$ cat config.mk
export PLATFORM = sky130hd
export DESIGN_NAME = lsu_mem_ctrl
export DESIGN_NICKNAME = d
export VERILOG_FILES = /design/src/rtl/lsu_mem_ctrl.sv
export SDC_FILE = /design/constraint.sdc
export NUM_CORES = 1
export LEC_CHECK = 0
export BUFFER_PORTS_ARGS = -buffer_cell sky130_fd_sc_hd__buf_2
export CORE_MARGIN = 1.5
export CORE_UTILIZATION = 40
export CTS_CLUSTER_DIAMETER = 50
export DETAILED_ROUTE_END_ITERATION = 7
export GPL_TIMING_DRIVEN = 1
export PLACE_DENSITY = 0.73
export SYNTH_ARGS = -nofsm -noshare
export SYNTH_HDL_FRONTEND = slang
export SYNTH_SLANG_ARGS = --single-unit
$ cat constraint.sdc
create_clock -name clk -period 2.3 [get_ports clk]
set_clock_uncertainty 0.2 [all_clocks]
set_input_delay 0.23 -clock clk [delete_from_list [all_inputs] [get_ports clk]]
set_output_delay 0.23 -clock clk [all_outputs]
set_load 0.005 [all_outputs]
$ cat src/rtl/lsu_mem_ctrl.sv
// lsu_mem_ctrl: sequences one MEM-stage load/store at a time onto the
// data-memory port. It checks alignment, builds byte-lane enables and
// lane-replicated store data, runs req/gnt then rvalid with memory, and
// returns sign- or zero-extended load data. The pipeline is stalled while
// an access is outstanding.
//
// Handshakes:
//   pipeline side: an access is accepted on a rising edge where
//     req_valid && req_ready; req_ready is high only in IDLE.
//     Completion is a single-cycle rsp_valid pulse.
//   memory side: mem_req rises with all mem_* stable and stays high until
//     the edge that samples mem_gnt. For loads, data returns on a later
//     mem_rvalid, at least one cycle after the grant.
module lsu_mem_ctrl #(
   parameter int ADDR_W = 32
) (
   input  logic              clk,
   input  logic              rst_n,
   input  logic              req_valid,
   output logic              req_ready,
   input  logic              req_we,
   input  logic [1:0]        req_size,
   input  logic              req_unsigned,
   input  logic [ADDR_W-1:0] req_addr,
   input  logic [31:0]       req_wdata,
   output logic              rsp_valid,
   output logic [31:0]       rsp_rdata,
   output logic              rsp_err,
   output logic              stall,
   output logic              mem_req,
   input  logic              mem_gnt,
   output logic              mem_we,
   output logic [ADDR_W-1:0] mem_addr,
   output logic [3:0]        mem_be,
   output logic [31:0]       mem_wdata,
   input  logic              mem_rvalid,
   input  logic [31:0]       mem_rdata,
   output logic [1:0]        dbg_state
);

   typedef enum logic [1:0] {
      IDLE = 2'd0,
      REQ  = 2'd1,
      WAIT = 2'd2,
      RESP = 2'd3
   } state_t;

   state_t      state;
   state_t      state_next;

   logic [1:0]  size_q;
   logic        uns_q;
   logic [1:0]  off_q;

   logic        accept;
   logic        req_err;
   logic [3:0]  lane_be;
   logic [31:0] lane_wdata;
   logic [7:0]  load_byte;
   logic [15:0] load_half;
   logic [31:0] load_ext;

   assign accept    = (state == IDLE) && req_valid;
   assign req_ready = (state == IDLE);
   assign stall     = (state == REQ) || (state == WAIT);
   assign mem_req   = (state == REQ);
   assign rsp_valid = (state == RESP);
   assign dbg_state = state;

   // Decode the incoming request: lane enables, replicated store data, alignment error
   always_comb begin
      lane_be    = 4'b0000;
      lane_wdata = 32'h0;
      req_err    = 1'b0;
      case (req_size)
         2'b00: begin
            lane_be    = 4'b0001 << req_addr[1:0];
            lane_wdata = {4{req_wdata[7:0]}};
         end
         2'b01: begin
            lane_be    = 4'b0011 << {req_addr[1], 1'b0};
            lane_wdata = {2{req_wdata[15:0]}};
            req_err    = req_addr[0];
         end
         2'b10: begin
            lane_be    = 4'b1111;
            lane_wdata = req_wdata;
            req_err    = |req_addr[1:0];
         end
         default: begin
            req_err = 1'b1;
         end
      endcase
      // Loads still drive the lane enables but never put data on the bus
      if (!req_we) begin
         lane_wdata = 32'h0;
      end
   end

   // Pick the addressed byte/half out of the returned word and extend it
   always_comb begin
      load_byte = mem_rdata[7:0];
      load_half = off_q[1] ? mem_rdata[31:16] : mem_rdata[15:0];
      case (off_q)
         2'd0:    load_byte = mem_rdata[7:0];
         2'd1:    load_byte = mem_rdata[15:8];
         2'd2:    load_byte = mem_rdata[23:16];
         default: load_byte = mem_rdata[31:24];
      endcase
      case (size_q)
         2'b00:   load_ext = {{24{~uns_q & load_byte[7]}}, load_byte};
         2'b01:   load_ext = {{16{~uns_q & load_half[15]}}, load_half};
         default: load_ext = mem_rdata;
      endcase
   end

   // Next-state logic for the access sequencer
   always_comb begin
      state_next = state;
      case (state)
         IDLE: begin
            if (req_valid) begin
               state_next = req_err ? RESP : REQ;
            end
         end
         REQ: begin
            if (mem_gnt) begin
               state_next = mem_we ? RESP : WAIT;
            end
         end
         WAIT: begin
            if (mem_rvalid) begin
               state_next = RESP;
            end
         end
         default: begin
            state_next = IDLE;
         end
      endcase
   end

   // State register
   always_ff @(posedge clk or negedge rst_n) begin
      if (!rst_n) begin
         state <= IDLE;
      end else begin
         state <= state_next;
      end
   end

   // Memory-port and request-attribute registers, loaded only on acceptance
   always_ff @(posedge clk or negedge rst_n) begin
      if (!rst_n) begin
         mem_we    <= 1'b0;
         mem_addr  <= '0;
         mem_be    <= 4'b0000;
         mem_wdata <= 32'h0;
         size_q    <= 2'b00;
         uns_q     <= 1'b0;
         off_q     <= 2'b00;
      end else if (accept) begin
         mem_we    <= req_we;
         mem_addr  <= {req_addr[ADDR_W-1:2], 2'b00};
         mem_be    <= lane_be;
         mem_wdata <= lane_wdata;
         size_q    <= req_size;
         uns_q     <= req_unsigned;
         off_q     <= req_addr[1:0];
      end
   end

   // Response registers, updated only on the transition into RESP and held otherwise
   always_ff @(posedge clk or negedge rst_n) begin
      if (!rst_n) begin
         rsp_rdata <= 32'h0;
         rsp_err   <= 1'b0;
      end else begin
         if (accept && req_err) begin
            rsp_rdata <= 32'h0;
            rsp_err   <= 1'b1;
         end else if ((state == REQ) && mem_gnt && mem_we) begin
            rsp_rdata <= 32'h0;
            rsp_err   <= 1'b0;
         end else if ((state == WAIT) && mem_rvalid) begin
            rsp_rdata <= load_ext;
            rsp_err   <= 1'b0;
         end
      end
   end

endmodule

==> flow_summary.ini, run 1 <==
[setup_path]
worstPathMaxFanout = 55
crit_required_ps = 2390
worst_setup_path_end_kind = flip-flop
worstSetupStartpointType = flip-flop
criticalPathCategory = reg2reg
cp_slowest_cell = nor2_1
path_cells = inv_1, ha_1, nand2_2, buf_12, nor2_1, a22o_1
cp.arrival_ps = 2220
cpPeakStageDelay_ps = 420

[drt]
vias_per_cell = 5.38
drt-total-wl_um = 16800
drtAntennaViolNets = 0
drtIter0Drc = 269
dr.pass1.iters = 5
vias = 5015
avgRoutedWirePerCell_um = 18.0
drc_errors = 0

[floorplan]
ios = 213
dieArea_um2 = 14100
row_count = 42
die_h_um = 119
start_util_pct = 40.7
dieWidth_um = 119
coreArea_um2 = 13100

[synthesis]
synth_area_um2 = 5350
ys_warn_count = 0
avgSynthCellArea_um2 = 10.8
ys_ff_latch = 107
ys_seq_area_share_pct = 50.1
netlist_instances = 494
netlist-cell-type-count = 46

[layout]
most-common-layout-cells = buf_2, dfrtp_1, nand2_1
final_nets = 860
finalNonFillerCells = 932
area_growth_pct = 39.5
utilization_pct = 56.8
drive_gt1_share_pct = 40.7
register_area_um2 = 2680
fillers = 1116
diodes = 0
design_area_um2 = 7460
mostFrequentLayoutCell = buf_2
multi_input_area_um2 = 2430

[clock_tree]
htree_levels = 3
cts_buffer_depth = 2
cts.clk_slew.worst_paths_ps = 70
clock_tree.root_cell = clkbuf_16
cts_tree = built
clk_latency_ps = 350
clock_sinks = 107
cts_made_buffers = 9
cts_setup_buffers = 0

[timing]
slew_headroom_pct = 55.9
finalMaxSlewViolations = 0
setup_viol_count_final = 0
layout_setup_ws_ps = 170
rsz0062_at_grt = false
period_needed_ps = 2130
fmax_ghz = 0.470
hold_ws_ps = 15.7
hold_viol_final = 0
worst_pin_slew_ps = 660
setup_tns_ps = 0
fin_crit_sh_pct = 92.6

[grt]
antenna_found_initial = 0
grt_start_max_net_pins = 56
grt_usage_pct = 24.3
grt_pass1_wl_um = 26700
grt_pass1_vias = 5230
grt-ovfl-total = 0

[place]
placement.io_buffers = 210
gp_congestion = 0.871
post-dp-hpwl_um = 11700
dpl_cell_area_um2 = 6580
preCtsSetupSlack_ps = 195
place_inst = 857

[power]
vdd_ir_drop_max_uv = 543
p_total_mw = 8.78
p_per_area_nw_per_um2 = 1180
leakagePower_nw = 3.66

[job]
cap_violations = 0

[hold_path]
hp-class = in2reg

[outcome]
status = complete, no violations
final timing paths:
kind / from / to / slack (ps) / cells past startpoint
min in group asynchronous: rst_n / rsp_rdata[7]$_DFFE_PN0P_ / 90 / 2
worst max-delay path: dbg_state[0]$_DFFE_PN0P_ / mem_wdata[11]$_DFFE_PN0P_ / 170 / 6
worst min-delay path: req_wdata[9] / mem_wdata[9]$_DFFE_PN0P_ / 20 / 3
worst max register to register: dbg_state[0]$_DFFE_PN0P_ / mem_wdata[11]$_DFFE_PN0P_ / 170 / 6
worst min register to register: mem_wdata[26]$_DFFE_PN0P_ / mem_wdata[26]$_DFFE_PN0P_ / 280 / 2
max in group asynchronous: rst_n / rsp_rdata[29]$_DFFE_PN0P_ / 1190 / 3
logic make-up (layout without fill, tap and decap cells):
family                   Yosys count  count (layout)  share of synthesized area (%)
AO/OA/AOI/OAI                    139             139                           20.4
AND/OR/NAND/NOR                  128             128                           11.5
flip-flops                       107             107                           50.1
multiplexers                      61              61                           12.4
buffers and inverters             54             315                           4.61
adder cells (fa/ha/maj)            4               4                          0.936
other                              1               2                         0.0701
power by group:
group	leakage [nW]	internal, mW	switching, mW
Sequential	1.35	2.77	0.584
Combinational	2.17	1.98	1.95
Clock	0.142	0.755	0.744
Total	3.66	5.50	3.28
state kept, by name, summed over array words and instances (netlist names), 2 cells and up:
name	flops
mem_wdata	32
rsp_rdata	32
size_q	2
mem_addr	30
mem_be	4
off_q	2
dbg_state	2
cell usage after synthesis, drive strengths merged:
master | count | area, um^2
o21a | 1 | 8.76
nor3 | 2 | 20.0
clkbuf | 19 | 71.3
nor2 | 16 | 60.1
nand3 | 3 | 15.0
or3b | 7 | 61.3
buf | 19 | 115
mux2i | 18 | 180
o21ai | 38 | 190
a2bb2oi | 1 | 8.76
and2b | 1 | 10.0
nand2 | 73 | 274
a21oi | 20 | 100
a222oi | 1 | 10.0
nand2b | 2 | 12.5
conb | 1 | 3.75
o22ai | 1 | 12.5
a211oi | 17 | 168
inv | 16 | 60.1
dfrtp | 107 | 2680
o211ai | 1 | 7.51
a31oi | 1 | 21.3
a221o | 7 | 70.1
mux2 | 43 | 484
nor3b | 1 | 7.51
a22o | 16 | 140
nand3b | 8 | 60.1
or2 | 1 | 6.26
o21ba | 1 | 10.0
ha | 4 | 50.1
a221oi | 7 | 67.6
o221a | 16 | 180
nor2b | 11 | 68.8
nand4 | 1 | 6.26
a211o | 1 | 8.76
and2 | 2 | 12.5
a21o | 8 | 60.1
a31o | 2 | 26.3
worst max-delay path, delay by kind of cell (launching register included):
family	cells	cell delay [ps]
adders and majority gates	1	330
DFF	1	410
AOI/OAI and AO/OA	1	220
and+or+nand+nor	2	550
buffers and inverters	2	330
area by class of cell:
| cell class | count | share of cell area, % |
|---|---|---|
| multi-input combinational | 334 | 32.6 |
| tap | 176 | 2.95 |
| inverter | 16 | 0.806 |
| clock inverter | 7 | 0.772 |
| clock buffer | 9 | 3.02 |
| timing repair buffer | 283 | 24.0 |
| sequential | 107 | 35.9 |
routing by layer:
layer | vias up | routed length (um) | global-route usage (%)
met5 | - | 0 | 0
met4 | 0 | 478 | 10.6
met3 | 33 | 1160 | 4.68
met2 | 247 | 8280 | 41.5
met1 | 2444 | 6900 | 30.0
li1 | 2291 | - | -
repair_timing:
action,4_1_cts,5_1_grt
hold buffers,59,0
resized for setup,0,0
endpoints found under the hold margin,165,0
Power figures use the tool's default switching activity.
==> run 2, diff against run 1 <==
==> config.mk (replaced) <==
export PLATFORM = sky130hd
export DESIGN_NAME = lsu_mem_ctrl
export DESIGN_NICKNAME = d
export VERILOG_FILES = /design/src/rtl/lsu_mem_ctrl.sv
export SDC_FILE = /design/constraint.sdc
export NUM_CORES = 1
export LEC_CHECK = 0
export CORE_MARGIN = 1.5
export CORE_UTILIZATION = 40
export CTS_CLUSTER_DIAMETER = 50
export DETAILED_ROUTE_END_ITERATION = 7
export DONT_BUFFER_PORTS = 1
export GPL_TIMING_DRIVEN = 1
export PLACE_DENSITY = 0.59
export SYNTH_ARGS = -nofsm -noshare
export SYNTH_HDL_FRONTEND = slang
export SYNTH_SLANG_ARGS = --single-unit
==> flow_summary.ini, run 2 (synthesis results as in run 1) <==
[clock_tree]
hold_buffers = 97
clock_sinks = 107
cts_made_buffers = 9
cts_tree = built
cts_buffer_depth = 2
clock_tree.root_cell = clkbuf_16
cts_setup_buffers = 0
cts.clk_slew.worst_paths_ps = 80
htree_levels = 3
clk_latency_ps = 350

[timing]
slew_headroom_pct = 41.4
setup_viol_count_final = 0
fin_crit_sh_pct = 94.8
hold_viol_final = 107
finalMaxSlewViolations = 0
hold_ws_ps = -635
fmax_ghz = 0.459
worst_pin_slew_ps = 876
rsz0062_at_grt = false
period_needed_ps = 2180
setup_tns_ps = 0

[drt]
drt-total-wl_um = 15800
avgRoutedWirePerCell_um = 20.7
wl_met2_um = 7660
vias = 4349
met1_length_um = 6450
vias_per_cell = 5.72
drtIter0Drc = 249
dr.pass1.iters = 6
drtAntennaViolNets = 0
dr.max_layer_used = met4
drc_errors = 0
met3_length_um = 1260

[setup_path]
crit_required_ps = 2390
cp.arrival_ps = 2270
worst_setup_path_end_kind = flip-flop
cpPeakStageDelay_ps = 560
ff2ff_setup_slack_ps = 120
criticalPathCategory = reg2reg
worstSetupStartpointType = flip-flop
r2r_cells = 6
worstPathMaxFanout = 5
reg2reg_to = mem_be[1]$_DFFE_PN0P_
cp_slowest_cell = dlygate4sd3_1
path_cells = inv_1, ha_1, buf_4, nand3_1, o21ai_0, dlygate4sd3_1
r2r-start = dbg_state[1]$_DFFE_PN0P_

[layout]
most-common-layout-cells = dfrtp_1, dlygate4sd3_1, nand2_1
final_nets = 689
diodes = 0
design_area_um2 = 6780
area_growth_pct = 26.7
reg_top3 = mem_wdata x32, rsp_rdata x32, mem_addr x30
drive_gt1_share_pct = 17.1
mostFrequentLayoutCell = dfrtp_1

[grt]
grt_usage_pct = 22.4
grt_pass1_wl_um = 24800
grt_start_max_net_pins = 108
antenna_found_initial = 0
grt-ovfl-total = 0
grt_pass1_vias = 4546

[outcome]
status = complete, but fails checks
violations = negative hold slack

[floorplan]
start_util_pct = 40.7
row_count = 42
dieWidth_um = 119
die_h_um = 119
ios = 213
coreArea_um2 = 13100
dieArea_um2 = 14100

[place]
gp_congestion = 0.872
dpl_cell_area_um2 = 5520
post-dp-hpwl_um = 10200
placement.io_buffers = 0

[job]
cap_violations = 0

[hold_path]
hp-class = in2async

[power]
p_per_area_nw_per_um2 = 1170
vdd_ir_drop_max_uv = 457
leakagePower_nw = 2.91
[run 2: routing by layer]
metal | global-route usage [%] | vias up
met5 | 0 | -
li1 | - | 1944
met3 | 5.79 | 30
met1 | 28.4 | 2149
met4 | 9.94 | 0
met2 | 36.2 | 226
[run 2: power breakdown]
part | switching (mW) | internal (mW)
logic | 1.40 | 1.46
clock network | 0.721 | 0.763
registers | 0.826 | 2.77
[run 2: cell type report]
class                           instances  area, um^2
Tap cell                              176         220
Clock buffer                           10         239
Clock inverter                          5        37.5
Timing Repair Buffer                  112        1110
Inverter                               16        60.1
Sequential cell                       107        2680
Fill cell                            1150        6360
Multi-Input combinational cell        334        2430
[run 2: worst max-delay path, delay by kind of cell (launching register included)]
kind | cells | cell delay [ps]
flip-flops | 1 | 440
adder cells (fa/ha/maj) | 1 | 250
AO/OA/AOI/OAI | 1 | 200
AND/OR/NAND/NOR | 1 | 170
buffers and inverters | 3 | 860
[run 2: worst max path at each step]
stage	startpoint	to	cells after the start
2_1_floorplan	dbg_state[0]$_DFFE_PN0P_	mem_addr[10]$_DFFE_PN0P_	6
4_1_cts	dbg_state[0]$_DFFE_PN0P_	rsp_rdata[4]$_DFFE_PN0P_	6
3_3_place_gp	dbg_state[0]$_DFFE_PN0P_	rsp_rdata[4]$_DFFE_PN0P_	6
6_report	dbg_state[1]$_DFFE_PN0P_	mem_be[1]$_DFFE_PN0P_	6
5_1_grt	dbg_state[1]$_DFFE_PN0P_	mem_be[1]$_DFFE_PN0P_	7
3_5_place_dp	dbg_state[0]$_DFFE_PN0P_	rsp_rdata[4]$_DFFE_PN0P_	6
[run 2: stage by stage]
step	power [mW]	hold slack [ps]	std cells	setup slack [ps]	util [%]
5_1_grt	8.45	-654	760	9.52	51.6
2_1_floorplan	5.56	-266	495	246	-
4_1_cts	7.96	-649	760	102	51.5
3_5_place_dp	6.30	-263	648	121	42.0
3_3_place_gp	6.19	-263	648	198	42.0
6_report	7.94	-635	760	119	51.6
[run 2: repair_timing]
action                                 CTS  global route
endpoints found under the hold margin  206           107
setup endpoints to repair                0             2
gates resized for setup                  0             2
==> run 3, diff against run 2 <==
==> constraint.sdc (replaced) <==
create_clock -name clk -period 2.3 [get_ports clk]
set_clock_uncertainty 0.2 [all_clocks]
set_input_delay 0.115 -clock clk [delete_from_list [all_inputs] [get_ports clk]]
set_output_delay 0.115 -clock clk [all_outputs]
set_load 0.005 [all_outputs]
==> flow_summary.ini, run 3 (synthesis results as in run 1) <==
[drt]
drc_errors = 0
dr.pass1.iters = 4
drtIter0Drc = 231
avgRoutedWirePerCell_um = 20.5
drt-total-wl_um = 15900
vias_per_cell = 5.67
vias = 4392
drtAntennaViolNets = 0

[layout]
mostFrequentLayoutCell = dlygate4sd3_1
fillers = 1145
diodes = 0
reg_top3 = mem_wdata x32, rsp_rdata x32, mem_addr x30
final_nets = 704
register_area_um2 = 2680
multi_input_area_um2 = 2440
area_growth_pct = 29.7
most-common-layout-cells = dlygate4sd3_1, dfrtp_1, nand2_1
utilization_pct = 52.8
drive_gt1_share_pct = 16.9

[place]
placement.io_buffers = 0
post-dp-hpwl_um = 10200
gp_congestion = 0.872

[setup_path]
ff2ff_setup_slack_ps = 130
cpPeakStageDelay_ps = 560
criticalPathCategory = reg2reg
r2r_cells = 7
cp_slowest_cell = dlygate4sd3_1
cp.arrival_ps = 2200
worst_setup_path_end_kind = flip-flop
worstPathMaxFanout = 48
path_cells = inv_1, ha_1, nand2_2, buf_12, nand2_1, o21ai_0, dlygate4sd3_1
worstSetupStartpointType = flip-flop
crit_required_ps = 2330

[timing]
hold_viol_final = 116
period_needed_ps = 2170
rsz0062_at_grt = false
hold_ws_ps = -742
finalMaxSlewViolations = 0
fin_crit_sh_pct = 94.3
setup_viol_count_final = 0
slew_headroom_pct = 37.6
setup_tns_ps = 0
fmax_ghz = 0.461
worst_pin_slew_ps = 936

[clock_tree]
clock_sinks = 107
htree_levels = 3
clk_latency_ps = 340
cts_made_buffers = 9
hold_buffers = 112
cts_tree = built
cts.clk_slew.worst_paths_ps = 80
clock_tree.root_cell = clkbuf_16
cts_buffer_depth = 2

[grt]
grt_start_max_net_pins = 108
grt_usage_pct = 22.8
grt_pass1_vias = 4676
antenna_found_initial = 0
grt-ovfl-total = 0
grt_pass1_wl_um = 25100

[floorplan]
ios = 213
start_util_pct = 40.7
dieArea_um2 = 14100
coreArea_um2 = 13100
dieWidth_um = 119
die_h_um = 119
row_count = 42

[hold_path]
hp-class = in2async

[job]
cap_violations = 0

[outcome]
status = complete, but fails checks
violations = negative hold slack

[power]
p_per_area_nw_per_um2 = 1150
vdd_ir_drop_max_uv = 543
leakagePower_nw = 2.99
[run 3: cell types whose count changed in the layout (fill, tap and decap cells not counted)]
cell            change
dlygate4sd3_1      +13
dlymetal6s4s_1      +2
nor2_1              -1
nor2_2              +1
[run 3: per-stage QoR]
stage / power (mW) / setup WS [ps] / cells / area (um^2) / hold slack, ps
2_1_floorplan: 5.56 / 246 / 495 / 5350 / -381
3_3_place_gp: 6.19 / 198 / 648 / 5520 / -378
3_5_place_dp: 6.30 / 121 / 648 / 5520 / -378
4_1_cts: 8.01 / 86.7 / 775 / 6920 / -764
5_1_grt: 8.51 / 6.59 / 775 / 6930 / -768
6_report: 7.98 / 131 / 775 / 6930 / -742
[run 3: worst max-delay path: cells and delay by family, from the launching register on]
kind	cells	cell delay (ps)
flip-flops	1	440
AO/OA/AOI/OAI	1	70
buffers and inverters	3	900
adder cells (fa/ha/maj)	1	240
AND/OR/NAND/NOR	2	210
[run 3: metal layers]
metal	track usage, %	vias up	share of wire, %
met2	37.1	219	49
li1	-	1977	-
met5	0	-	0
met4	11.1	0	2.6
met3	6.08	30	7.9
met1	28.0	2166	40
[run 3: final timing paths]
check | from | end
worst min-delay path | rst_n | mem_addr[8]$_DFFE_PN0P_
worst max-delay path | dbg_state[1]$_DFFE_PN0P_ | mem_be[1]$_DFFE_PN0P_
min in group clk | req_we | mem_wdata[5]$_DFFE_PN0P_
max in group asynchronous | rst_n | mem_addr[27]$_DFFE_PN0P_
worst min register to register | mem_wdata[19]$_DFFE_PN0P_ | mem_wdata[19]$_DFFE_PN0P_
worst max register to register | dbg_state[1]$_DFFE_PN0P_ | mem_be[1]$_DFFE_PN0P_
[run 3: repair_timing]
action | 4_1_cts | 5_1_grt
buffers inserted | 0 | 0
endpoints found under the setup margin | 0 | 10
endpoints found under the hold margin | 214 | 107
gates resized for setup | 0 | 5
[run 3: layout make-up]
cell class | count | share of cell area (%)
flip-flops and latches | 107 | 38.6
multi-input cells | 334 | 35.1
repair buffers | 127 | 18.2
clock buffers | 10 | 3.45
well taps | 176 | 3.18
inverters | 16 | 0.866
clock inverters | 5 | 0.541
[run 3: power by group]
group | internal (mW) | switching (mW) | total [mW]
Combinational | 1.48 | 1.43 | 2.90
Clock | 0.763 | 0.706 | 1.47
Sequential | 2.77 | 0.831 | 3.60
